**src/rtl/mmio_axil_master.sv**
```systemverilog
// CPU load/store to AXI4-Lite master bridge, one transaction in flight, with response watchdog.
// Latency: accept@N, AXI valid@N+1, rsp_valid one cycle after B/R handshake; stalls on slave/CPU ready.
module mmio_axil_master #(
    parameter int ADDR_W  = 8,
    parameter int DATA_W  = 32,
    parameter int TIMEOUT = 64
) (
    input  logic                  clk,
    input  logic                  arst_n,

    input  logic                  req_valid,
    output logic                  req_ready,
    input  logic                  req_we,
    input  logic [ADDR_W-1:0]     req_addr,
    input  logic [DATA_W-1:0]     req_wdata,
    input  logic [DATA_W/8-1:0]   req_wstrb,

    output logic                  rsp_valid,
    input  logic                  rsp_ready,
    output logic [DATA_W-1:0]     rsp_rdata,
    output logic [1:0]            rsp_resp,

    output logic [ADDR_W-1:0]     M_AXI_awaddr,
    output logic [2:0]            M_AXI_awprot,
    output logic                  M_AXI_awvalid,
    input  logic                  M_AXI_awready,
    output logic [DATA_W-1:0]     M_AXI_wdata,
    output logic [DATA_W/8-1:0]   M_AXI_wstrb,
    output logic                  M_AXI_wvalid,
    input  logic                  M_AXI_wready,
    input  logic [1:0]            M_AXI_bresp,
    input  logic                  M_AXI_bvalid,
    output logic                  M_AXI_bready,
    output logic [ADDR_W-1:0]     M_AXI_araddr,
    output logic [2:0]            M_AXI_arprot,
    output logic                  M_AXI_arvalid,
    input  logic                  M_AXI_arready,
    input  logic [DATA_W-1:0]     M_AXI_rdata,
    input  logic [1:0]            M_AXI_rresp,
    input  logic                  M_AXI_rvalid,
    output logic                  M_AXI_rready
);

    localparam int STRB_W = DATA_W / 8;
    localparam int CNT_W  = $clog2(TIMEOUT + 1);

    typedef enum logic [2:0] {
        IDLE  = 3'd0,
        WADDR = 3'd1,
        WRESP = 3'd2,
        RADDR = 3'd3,
        RDATA = 3'd4,
        RESP  = 3'd5
    } state_t;

    state_t              state, state_nxt;
    logic                aw_done, w_done;
    logic [CNT_W-1:0]    wdog_cnt;
    logic [ADDR_W-1:0]   addr_q;
    logic [DATA_W-1:0]   wdata_q;
    logic [STRB_W-1:0]   wstrb_q;
    logic [DATA_W-1:0]   rdata_q;
    logic [1:0]          resp_q;

    logic accept, aw_hs, w_hs, b_hs, ar_hs, r_hs, busy, expire;

    assign accept = req_valid && req_ready;
    assign aw_hs  = M_AXI_awvalid && M_AXI_awready;
    assign w_hs   = M_AXI_wvalid  && M_AXI_wready;
    assign b_hs   = M_AXI_bvalid  && M_AXI_bready;
    assign ar_hs  = M_AXI_arvalid && M_AXI_arready;
    assign r_hs   = M_AXI_rvalid  && M_AXI_rready;
    assign busy   = (state == WADDR) || (state == WRESP) || (state == RADDR) || (state == RDATA);
    assign expire = busy && (wdog_cnt == CNT_W'(TIMEOUT - 1));

    always_ff @(posedge clk) begin
        if (!arst_n) begin
            state <= IDLE;
        end else begin
            state <= state_nxt;
        end
    end

    // A B/R handshake beats a simultaneous watchdog expiry; address-phase handshakes do not.
    always_comb begin
        state_nxt = state;
        case (state)
            IDLE:  if (accept) state_nxt = req_we ? WADDR : RADDR;
            WADDR: begin
                if (expire)
                    state_nxt = RESP;
                else if ((aw_done || aw_hs) && (w_done || w_hs))
                    state_nxt = WRESP;
            end
            WRESP: if (b_hs || expire) state_nxt = RESP;
            RADDR: begin
                if (expire)
                    state_nxt = RESP;
                else if (ar_hs)
                    state_nxt = RDATA;
            end
            RDATA: if (r_hs || expire) state_nxt = RESP;
            RESP:  if (rsp_ready) state_nxt = IDLE;
            default: state_nxt = IDLE;
        endcase
    end

    always_comb begin
        req_ready     = 1'b0;
        rsp_valid     = 1'b0;
        M_AXI_awvalid = 1'b0;
        M_AXI_wvalid  = 1'b0;
        M_AXI_bready  = 1'b0;
        M_AXI_arvalid = 1'b0;
        M_AXI_rready  = 1'b0;
        case (state)
            IDLE:  req_ready = 1'b1;
            WADDR: begin
                M_AXI_awvalid = !aw_done;
                M_AXI_wvalid  = !w_done;
            end
            WRESP: M_AXI_bready  = 1'b1;
            RADDR: M_AXI_arvalid = 1'b1;
            RDATA: M_AXI_rready  = 1'b1;
            RESP:  rsp_valid     = 1'b1;
            default: ;
        endcase
    end

    always_ff @(posedge clk) begin
        if (!arst_n) begin
            aw_done  <= 1'b0;
            w_done   <= 1'b0;
            wdog_cnt <= '0;
            addr_q   <= '0;
            wdata_q  <= '0;
            wstrb_q  <= '0;
            rdata_q  <= '0;
            resp_q   <= 2'b00;
        end else begin
            if (accept) begin
                addr_q   <= req_addr;
                wdata_q  <= req_wdata;
                wstrb_q  <= req_wstrb;
                aw_done  <= 1'b0;
                w_done   <= 1'b0;
                wdog_cnt <= '0;
            end else if (busy) begin
                wdog_cnt <= wdog_cnt + CNT_W'(1);
            end
            if (aw_hs) aw_done <= 1'b1;
            if (w_hs)  w_done  <= 1'b1;

            if (state == WRESP && b_hs) begin
                resp_q  <= M_AXI_bresp;
                rdata_q <= '0;
            end else if (state == RDATA && r_hs) begin
                resp_q  <= M_AXI_rresp;
                rdata_q <= M_AXI_rdata;
            end else if (expire) begin
                resp_q  <= 2'b11;
                rdata_q <= '0;
            end
        end
    end

    assign rsp_rdata    = rdata_q;
    assign rsp_resp     = resp_q;
    assign M_AXI_awaddr = addr_q;
    assign M_AXI_araddr = addr_q;
    assign M_AXI_wdata  = wdata_q;
    assign M_AXI_wstrb  = wstrb_q;
    assign M_AXI_awprot = 3'b000;
    assign M_AXI_arprot = 3'b000;

endmodule

```
**config.mk**
```make
export PLATFORM = sky130hd
export DESIGN_NAME = mmio_axil_master
export DESIGN_NICKNAME = d
export VERILOG_FILES = /design/src/rtl/mmio_axil_master.sv
export SDC_FILE = /design/constraint.sdc
export NUM_CORES = 1
export LEC_CHECK = 0
export BUFFER_PORTS_ARGS = -buffer_cell sky130_fd_sc_hd__buf_2
export CORE_UTILIZATION = 40
export DETAILED_ROUTE_END_ITERATION = 10
export PLACE_DENSITY = 0.79
export SLEW_MARGIN = 20
export SYNTH_ARGS = -nofsm -noshare
export SYNTH_HDL_FRONTEND = slang
export SYNTH_SLANG_ARGS = --single-unit
```
**constraint.sdc**
```tcl
create_clock -name clk -period 2.3 [get_ports clk]
set_input_delay 0.345 -clock clk [delete_from_list [all_inputs] [get_ports clk]]
set_output_delay 0.345 -clock clk [all_outputs]
set_load 0.02 [all_outputs]
```
Word level (Yosys, flattened, before mapping):

Cells that the tools add are included.

* bits in registers: 90
* input bits: 90
* output and inout port bits: 99
* logic and storage cells: 75

* add/sub/neg operators: 1
* equal/unequal tests: 12
* mux-type cells: 25
* bitwise operators: 1
* reductions and logical operators: 27

Operators with widths (number)
* $mux 32: 2
* $mux 3: 8
* $pmux 3 s6: 1
* $logic_and 1x1->1: 10
* $mux 1: 10
* $mux 2: 4
* $add 7x1->7 const B: 1
* $eq 7x6->1 const B: 1
* $logic_or 1x1->1: 7
* $eq 3x2->1 const B: 2
* $eq 3x3->1 const B: 2
* $ne 2x2->1 const B: 3
* $reduce_and 6->1: 1
* $reduce_bool 2->1: 3
* $reduce_or 2->1: 2
* $eq 3x1->1 const B: 1
* $logic_not 3->1: 1
* $ne 3x2->1 const B: 1
* $ne 3x3->1 const B: 1
* $reduce_bool 3->1: 1
* $logic_not 1->1: 2
* $ne 2x1->1 const B: 1
* $not 1->1: 1

Depth between registers and ports, before layout:

Gate-level depths: netlist (run 1).

* depth after elaboration: 8
* mapped depth: 8
* depth with buffers taken out: 6

Worst setup path before layout (run 1):

No wires, ideal clock.

* kind: flip-flop to flip-flop
* start: reg state[0]
* end: reg rdata_q[6], in the netlist rsp_rdata[6]
* library setup time: 117 ps
* data arrival time: 1559 ps
* data required time: 2183 ps
* path slack: 625 ps
* cell stages (with the launch flop): 9
* path through: dfxtp_1 > buf_4 > nor3b_2 > and2_1 > buf_4 > a21oi_4 > buf_6 > a22oi_1 > nor2_2

* elaborated cells between the ends (all ways): 17
* classes of those cells: eq/ne: 4; mux: 3; reduce/logical: 10

RTL lines
* from (decl): line 56 `state_t state, state_nxt;`
* from (signal assigned): line 80 `state <= state_nxt;`
* $eq 3x3->1 (*): line 116 `case (state)`
* $mux 1 (*): line 116
* via M_AXI_rready: line 41 `output logic M_AXI_rready`
* $logic_and 1x1->1 (*): line 72 `assign r_hs = M_AXI_rvalid && M_AXI_rready;`
* $logic_and 1x1->1 (*): line 157 `end else if (state == RDATA && r_hs) begin`
* $mux 32 / $reduce_bool 2->1 (equally long branches)
* to (signal assigned): line 159 `rdata_q <= M_AXI_rdata;`
* to (decl): line 62 `logic [DATA_W-1:0] rdata_q;`

The timed path passes the listed nets; every way through them passes the cells marked *.
A chain may end at the register's enable or synchronous reset.

Worst setup path in the final report (run 1):

* start: reg state[2]
* end: out M_AXI_arvalid

* word-level cells in the longest chain between the ends: 2

RTL lines
* $eq 3x2->1: line 116
* $mux 1: line 116
* to (decl): line 36 `output logic M_AXI_arvalid,`

Every way passes these cells.

==> flow_summary.yaml, run 1 <==
pwr:
  comb_power_share_pct: 37.9
  p_int_mw: 2.83
  ir_worst_vdd_mv: 0.519
  seqPwrFrac_pct: 41.8
  p_leak_nw: 2.16
  p_total_mw: 4.69
  switching_share_pct: 39.6
  power_per_cell_area_nw_per_um2: 1010
  p_clk_share_pct: 20.3
  switchingPower_mw: 1.86
layout:
  fin_nets: 667
  diodes: 0
  area_growth_pct: 27.7
  fillers: 825
  drive_above_1_share_pct: 40.6
route:
  drtAntennaViolNets: 0
  vias: 3426
  wirelength_um: 8830
  drc: 0
  via_per_inst: 4.97
  wl_per_cell_um: 12.8
  drt_iter0_markers: 111
  dr.pass1.iters: 4
clock_tree:
  clk_pin_slew_ns: 0.09
  postCtsSetupBuffers: 0
  cts_buffer_depth: 2
  post_cts_resized: 0
  cts_root_buf: "clkbuf_8"
  clk_latency_ns: 0.35
  htree_levels: 3
  cts.hold.buffers_added: 0
  cts_tree: "built"
  clock-sinks: 90
  cts_buffers: 9
setup_path:
  cp_max_fo: 9
  r2r-end: "rsp_resp[0]"
  required_ns: 1.96
  criticalPathCategory: "reg -> out"
  r2r_start: "wdog_cnt[0]"
  cp-end-kind: "primary output"
  arrival_ns: 1.56
  start_kind: "register"
  rr_worst_depth: 7
  r2r_slack_ns: 0.41
synthesis:
  syn_area_um2: 3650
  avgSynthCellArea_um2: 8.87
  yosysTopAreaCell: "dfxtp_1"
  synth_seq_cells: 90
  ys_seq_area_share_pct: 49.3
  synthTopCellsByArea: "dfxtp_1, nand2_1, a21oi_1"
  synth_cell_types: 44
  yosysTopAreaCellShare_pct: 49.3
  synthCells: 412
  synth_warnings: 0
global_routing:
  grt_max_degree: 49
  antenna_found_initial: 0
  grt_util_all_layers_pct: 18.2
  grt_pass1_wl_um: 14400
  grt_pass1_vias: 3276
  grt-ovfl-total: 0
timing:
  fin_tns_setup_ns: 0
  final_max_slew_viol_count: 0
  fin_crit_sh_pct: 82.8
  slew_headroom_pct: 65.9
  hold_viol_final: 0
  max_freq_mhz: 525
  rsz0062_at_grt: "false"
  timing.final.crit_period_ns: 1.90
  fin_skew_ns: 0.0106
  setup_violations: 0
  tightestPinTransition_ns: 0.512
place:
  dp_hpwl_um: 6420
  port-buffer-count: 182
  gp_congestion: 0.775
run:
  cap_viol_max_count: 0
hold_path:
  hold_depth: 3
  min_to: "M_AXI_wdata[31]"
  hp-class: "in -> reg"
  hold_path.startpoint: "req_wdata[31]"
floorplanning:
  die_w_um: 97.6
  die_h_um: 97.6
  start_util_pct: 41.7
  rows: 34
  ios: 189
  core_area_um2: 8760
  dieArea_um2: 9520
run_status:
  status: "complete, no violations"
-- critical path, cell delays in order (launching register included) --
cell	delay (ns)
dfxtp_1	0.48
buf_4	0.23
and2b_4	0.21
and2_1	0.14
buf_2	0.15
-- power by group through the flow --
| stage | Sequential [mW] | Clock [mW] | Combinational [mW] |
|---|---|---|---|
| final | 1.96 | 0.954 | 1.78 |
| after global routing | 1.99 | 1.05 | 1.94 |
| after CTS | 1.96 | 0.990 | 1.78 |
| after detailed placement | 1.99 | 0 | 1.78 |
| after global placement | 1.98 | 0 | 1.73 |
| after floorplan | 2.21 | 0 | 1.13 |
-- how the worst max path moves through the flow --
stage	startpoint	endpoint	slack, ns	depth (start not counted)
2_1_floorplan	state[0]	rsp_rdata[6]	0.62	8
3_5_place_dp	wdog_cnt[0]	rsp_resp[0]	0.45	7
6_report	state[2]	M_AXI_arvalid	0.40	4
5_1_grt	wdog_cnt[0]	rsp_resp[0]	0.23	7
4_1_cts	state[2]	M_AXI_arvalid	0.41	4
3_3_place_gp	wdog_cnt[0]	rsp_resp[0]	0.51	7
-- layer usage --
layer | vias up | part of all wire, % | routed length [µm] | GRT usage (%)
li1 | 1687 | - | - | -
met1 | 1573 | 42 | 3710 | 21.6
met2 | 149 | 47 | 4190 | 30.2
met3 | 17 | 8.5 | 751 | 6.55
met4 | 0 | 2.0 | 181 | 6.90
met5 | - | 0 | 0 | 0
-- layout make-up --
type | count | area [µm²] | area share [%]
clock buffer | 11 | 131 | 2.82
clock inverter | 5 | 40.0 | 0.858
inverter | 7 | 26.3 | 0.563
multi-input combinational | 277 | 1550 | 33.3
sequential | 90 | 1800 | 38.6
tap | 108 | 135 | 2.90
timing repair buffer | 191 | 978 | 21.0
-- cells in the mapped netlist --
cell,instances
dfxtp_1,90
a211oi_2,1
o21ai_0,4
a211oi_1,1
a211o_1,1
nor4b_2,1
o21a_1,1
nand4_1,1
xnor2_1,1
a221oi_2,1
nor2_1,40
a21oi_4,1
inv_1,7
buf_6,5
o2bb2ai_1,1
o22ai_1,2
and2b_4,1
nor3b_2,1
nand2_1,101
nand3_1,2
nor3b_4,1
nor2_4,1
ha_1,1
xor2_1,4
mux2i_1,1
o221ai_1,1
nor3_1,1
buf_2,8
buf_4,22
a22oi_1,15
a2bb2oi_1,1
nor3_2,1
and2_1,3
a21oi_1,50
nand3b_1,2
o22ai_2,1
a22oi_2,18
and3_1,2
nor3_4,2
nor2_2,1
clkbuf_1,8
or3_1,1
conb_1,1
a31oi_1,3
-- state kept, by name (all words and copies together) (netlist names) --
name	cells
M_AXI_araddr	8
M_AXI_wdata	32
M_AXI_wstrb	4
aw_done	1
rsp_rdata	32
rsp_resp	2
state	3
w_done	1
wdog_cnt	7
-- logic make-up (layout without fill, tap and decap cells) --
family	after synthesis	in the layout	synth area share [%]
flops	90	90	49.3
mux	1	1	0.274
other cells	1	6	0.103
fa+ha+maj	1	1	0.342
simple gates	162	162	19.7
buf+inv	50	214	8.70
compound gates	102	102	20.4
xor+xnor	5	5	1.20
-- cell usage in the layout, fill, tap and decap left out, drive strengths merged, types with 2 or more instances in the layout --
master | netlist | layout
a211oi | 2 | 2
o21ai | 4 | 4
a31oi | 3 | 3
buf | 35 | 191
nor2 | 42 | 42
inv | 7 | 8
dfxtp | 90 | 90
a22oi | 33 | 33
and3 | 2 | 2
nand3 | 2 | 2
clkinvlp | 0 | 3
nor3b | 2 | 2
a21oi | 51 | 51
and2 | 3 | 3
nand3b | 2 | 2
xor2 | 4 | 4
conb | 1 | 6
nor3 | 4 | 4
o22ai | 3 | 3
nand2 | 101 | 101
clkbuf | 8 | 11
-- through the flow --
stage	cells	area (µm²)	hold WS, ns	worst slack [ns]	util [%]
4_1_cts	689	4670	0.209	0.408	53.3
5_1_grt	689	4670	0.211	0.233	53.3
3_3_place_gp	673	4500	0.439	0.511	51.3
2_1_floorplan	417	3670	0.453	0.625	-
3_5_place_dp	673	4500	0.443	0.446	51.3
6_report	689	4670	0.227	0.396	53.3
Power figures use the tool's default switching activity.
==> run 2, diff against run 1 <==
- ABC_AREA: default -> 1
- PLACE_DENSITY: 0.79 -> 0.78
- clock period: 2.3 -> 1.92 ns (I/O delays scaled with it)
==> flow_summary.yaml, run 2 <==
timing:
  fin_tns_setup_ns: 0
  fin_crit_sh_pct: 93.3
  timing.final.crit_period_ns: 1.79
  fin_skew_ns: 0.00936
  final_max_slew_viol_count: 0
  max_freq_mhz: 558
  rsz0062_at_grt: "false"
  hold_viol_final: 0
  setup_violations: 0
layout:
  area_growth_pct: 29.2
  drive_above_1_share_pct: 36.4
  seq_area_um2: 1800
  multiInputGateArea_um2: 1630
  fillers: 857
  diodes: 0
  layout_common_cells: "buf_2, nand2_1, dfxtp_1"
  final_common_cell: "buf_2"
  fin_nets: 746
clock_tree:
  cts.hold.buffers_added: 0
  cts_root_buf: "clkbuf_8"
  htree_levels: 3
  cts_buffer_depth: 2
  cts_buffers: 9
  clock-sinks: 90
  cts_tree: "built"
  clk_latency_ns: 0.36
  clk_pin_slew_ns: 0.11
synthesis:
  synth_seq_cells: 90
  synth.top_cells.by_count: "nand2_1, dfxtp_1, nand3_1, a21oi_1, inv_1"
  synth_edf_count: 0
  synth_cell_types: 31
  synthSimpleGateAreaFrac_pct: 28.5
  syn_area_um2: 3790
  synth_compound_area_share_pct: 13.1
  avgSynthCellArea_um2: 7.71
  synth_warnings: 0
  synth_ff_type: "dfxtp_1"
  synthMuxAreaShare_pct: 0
  synthCells: 491
  synth-xor-area-share_pct: 0.231
  synth_top_family_by_area: "simple AND/OR/NAND/NOR gates"
  yosysTopAreaCell: "dfxtp_1"
  async_reset_ff_share_pct: 0
  synthTopCellsByArea: "dfxtp_1, nand3_1, a21oi_1"
  yosysTopAreaCellShare_pct: 47.6
  synthAdderAreaFrac_pct: 0.330
  ys_seq_area_share_pct: 47.6
  synth.most_common_cell: "nand2_1"
pwr:
  p_leak_nw: 2.29
  switchingPower_mw: 2.53
  p_int_mw: 3.49
  p_total_mw: 6.02
  ir_worst_vdd_mv: 0.543
  power_per_cell_area_nw_per_um2: 1230
  switching_share_pct: 42.0
  seqPwrFrac_pct: 38.9
  p_clk_share_pct: 21.6
  comb_power_share_pct: 39.5
global_routing:
  grt_pass1_vias: 3483
  met3_usage_pct: 6.32
  antenna_found_initial: 1
  grt_max_degree: 47
  top_usage_layer: "met2"
  grt_util_all_layers_pct: 19.7
  use_met2_pct: 35.3
  grt_pass1_wl_um: 15800
  grt-ovfl-total: 0
  use_met1_pct: 22.6
setup_path:
  r2r_start: "state[0]"
  required_ns: 1.63
  cp-end-kind: "primary output"
  criticalPathCategory: "reg -> out"
  cp_max_fo: 29
  start_kind: "register"
  arrival_ns: 1.50
  critPathLaunch: "state[2]"
place:
  dp_hpwl_um: 7050
  gp_congestion: 0.852
  port-buffer-count: 182
floorplanning:
  dieArea_um2: 9860
  rows: 35
  die_h_um: 99.3
  start_util_pct: 41.2
  core_area_um2: 9200
  die_w_um: 99.3
  ios: 189
route:
  wl_per_cell_um: 12.9
  dr.pass1.iters: 4
  drtAntennaViolNets: 0
  vias: 3852
  drc: 0
  drt_iter0_markers: 134
  via_per_inst: 5.00
  wirelength_um: 9920
hold_path:
  hp-class: "in -> reg"
  hold_path.startpoint: "M_AXI_awready"
run_status:
  status: "complete, no violations"
run:
  cap_viol_max_count: 0
run 2: changes by cell type after synthesis, sizes merged, moves of 5 or more:
cell    before  now
nand3        2   87
a21oi       51   86
a22oi       33    0
nor2        42   15
nand2      101  122
inv          7   22
clkbuf       8   13
run 2: final timing paths:
path / to / slack (ns) / cells after the start
worst max-delay path: req_ready / 0.13 / 5
worst min-delay path: aw_done / 0.18 / 3
worst max register to register: state[2] / 0.25 / 8
worst min register to register: M_AXI_wdata[28] / 0.46 / 2
run 2: cell type report:
type                    count  share of cell area (%)
clock buffers               9                    2.53
repair buffers            194                    21.0
multi-input cells         338                    33.2
flip-flops and latches     90                    36.8
clock inverters             7                    1.71
inverters                  22                    1.87
well taps                 111                    2.84
run 2: cells by family (layout without fill, tap and decap cells):
logic type                 Yosys count  in the layout
and+or+nand+nor                    236            236
AOI/OAI and AO/OA                   94             94
DFF                                 90             90
buffers and inverters               68            232
adders and majority gates            1              1
other                                1              6
xor gates and xnor gates             1              1
run 2: routing by layer:
metal  part of all wire, %  up-vias  routed length, µm
li1                      -     1932                  -
met1                    42     1738               4160
met4                  0.71        0                 70
met2                    48      175               4800
met5                     0        -                  0
met3                   8.9        7                883
run 2: critical path, cell delays in order, from the launching register on:
cell,delay [ns]
dfxtp_1,0.48
inv_2,0.12
nand2_1,0.14
inv_2,0.07
buf_12,0.16
buf_2,0.16
run 2: repair_timing:
item,CTS,global route
gates cloned,0,0
buffers inserted,2,0
endpoints found under the setup margin,2,2
gates resized for setup,3,4
run 2: per-stage QoR:
stage | setup WS (ns) | utilization, % | instances | hold slack, ns | cell area, µm²
detailed placement | 0.223 | 50.5 | 753 | 0.449 | 4640
floorplan | 0.429 | - | 496 | 0.408 | 3800
global route | 0.00486 | 53.2 | 771 | 0.157 | 4890
finish | 0.128 | 53.2 | 771 | 0.179 | 4890
global placement | 0.300 | 50.5 | 753 | 0.446 | 4640
CTS | 0.0435 | 53.0 | 771 | 0.155 | 4870
run 2: power groups by stage:
stage                     sequential, mW  clock, mW  combinational [mW]
after floorplan                     2.64          0                1.43
after global placement              2.35          0                2.25
after detailed placement            2.37          0                2.29
after CTS                           2.34       1.35                2.35
after global routing                2.38       1.43                2.63
final                               2.34       1.30                2.38
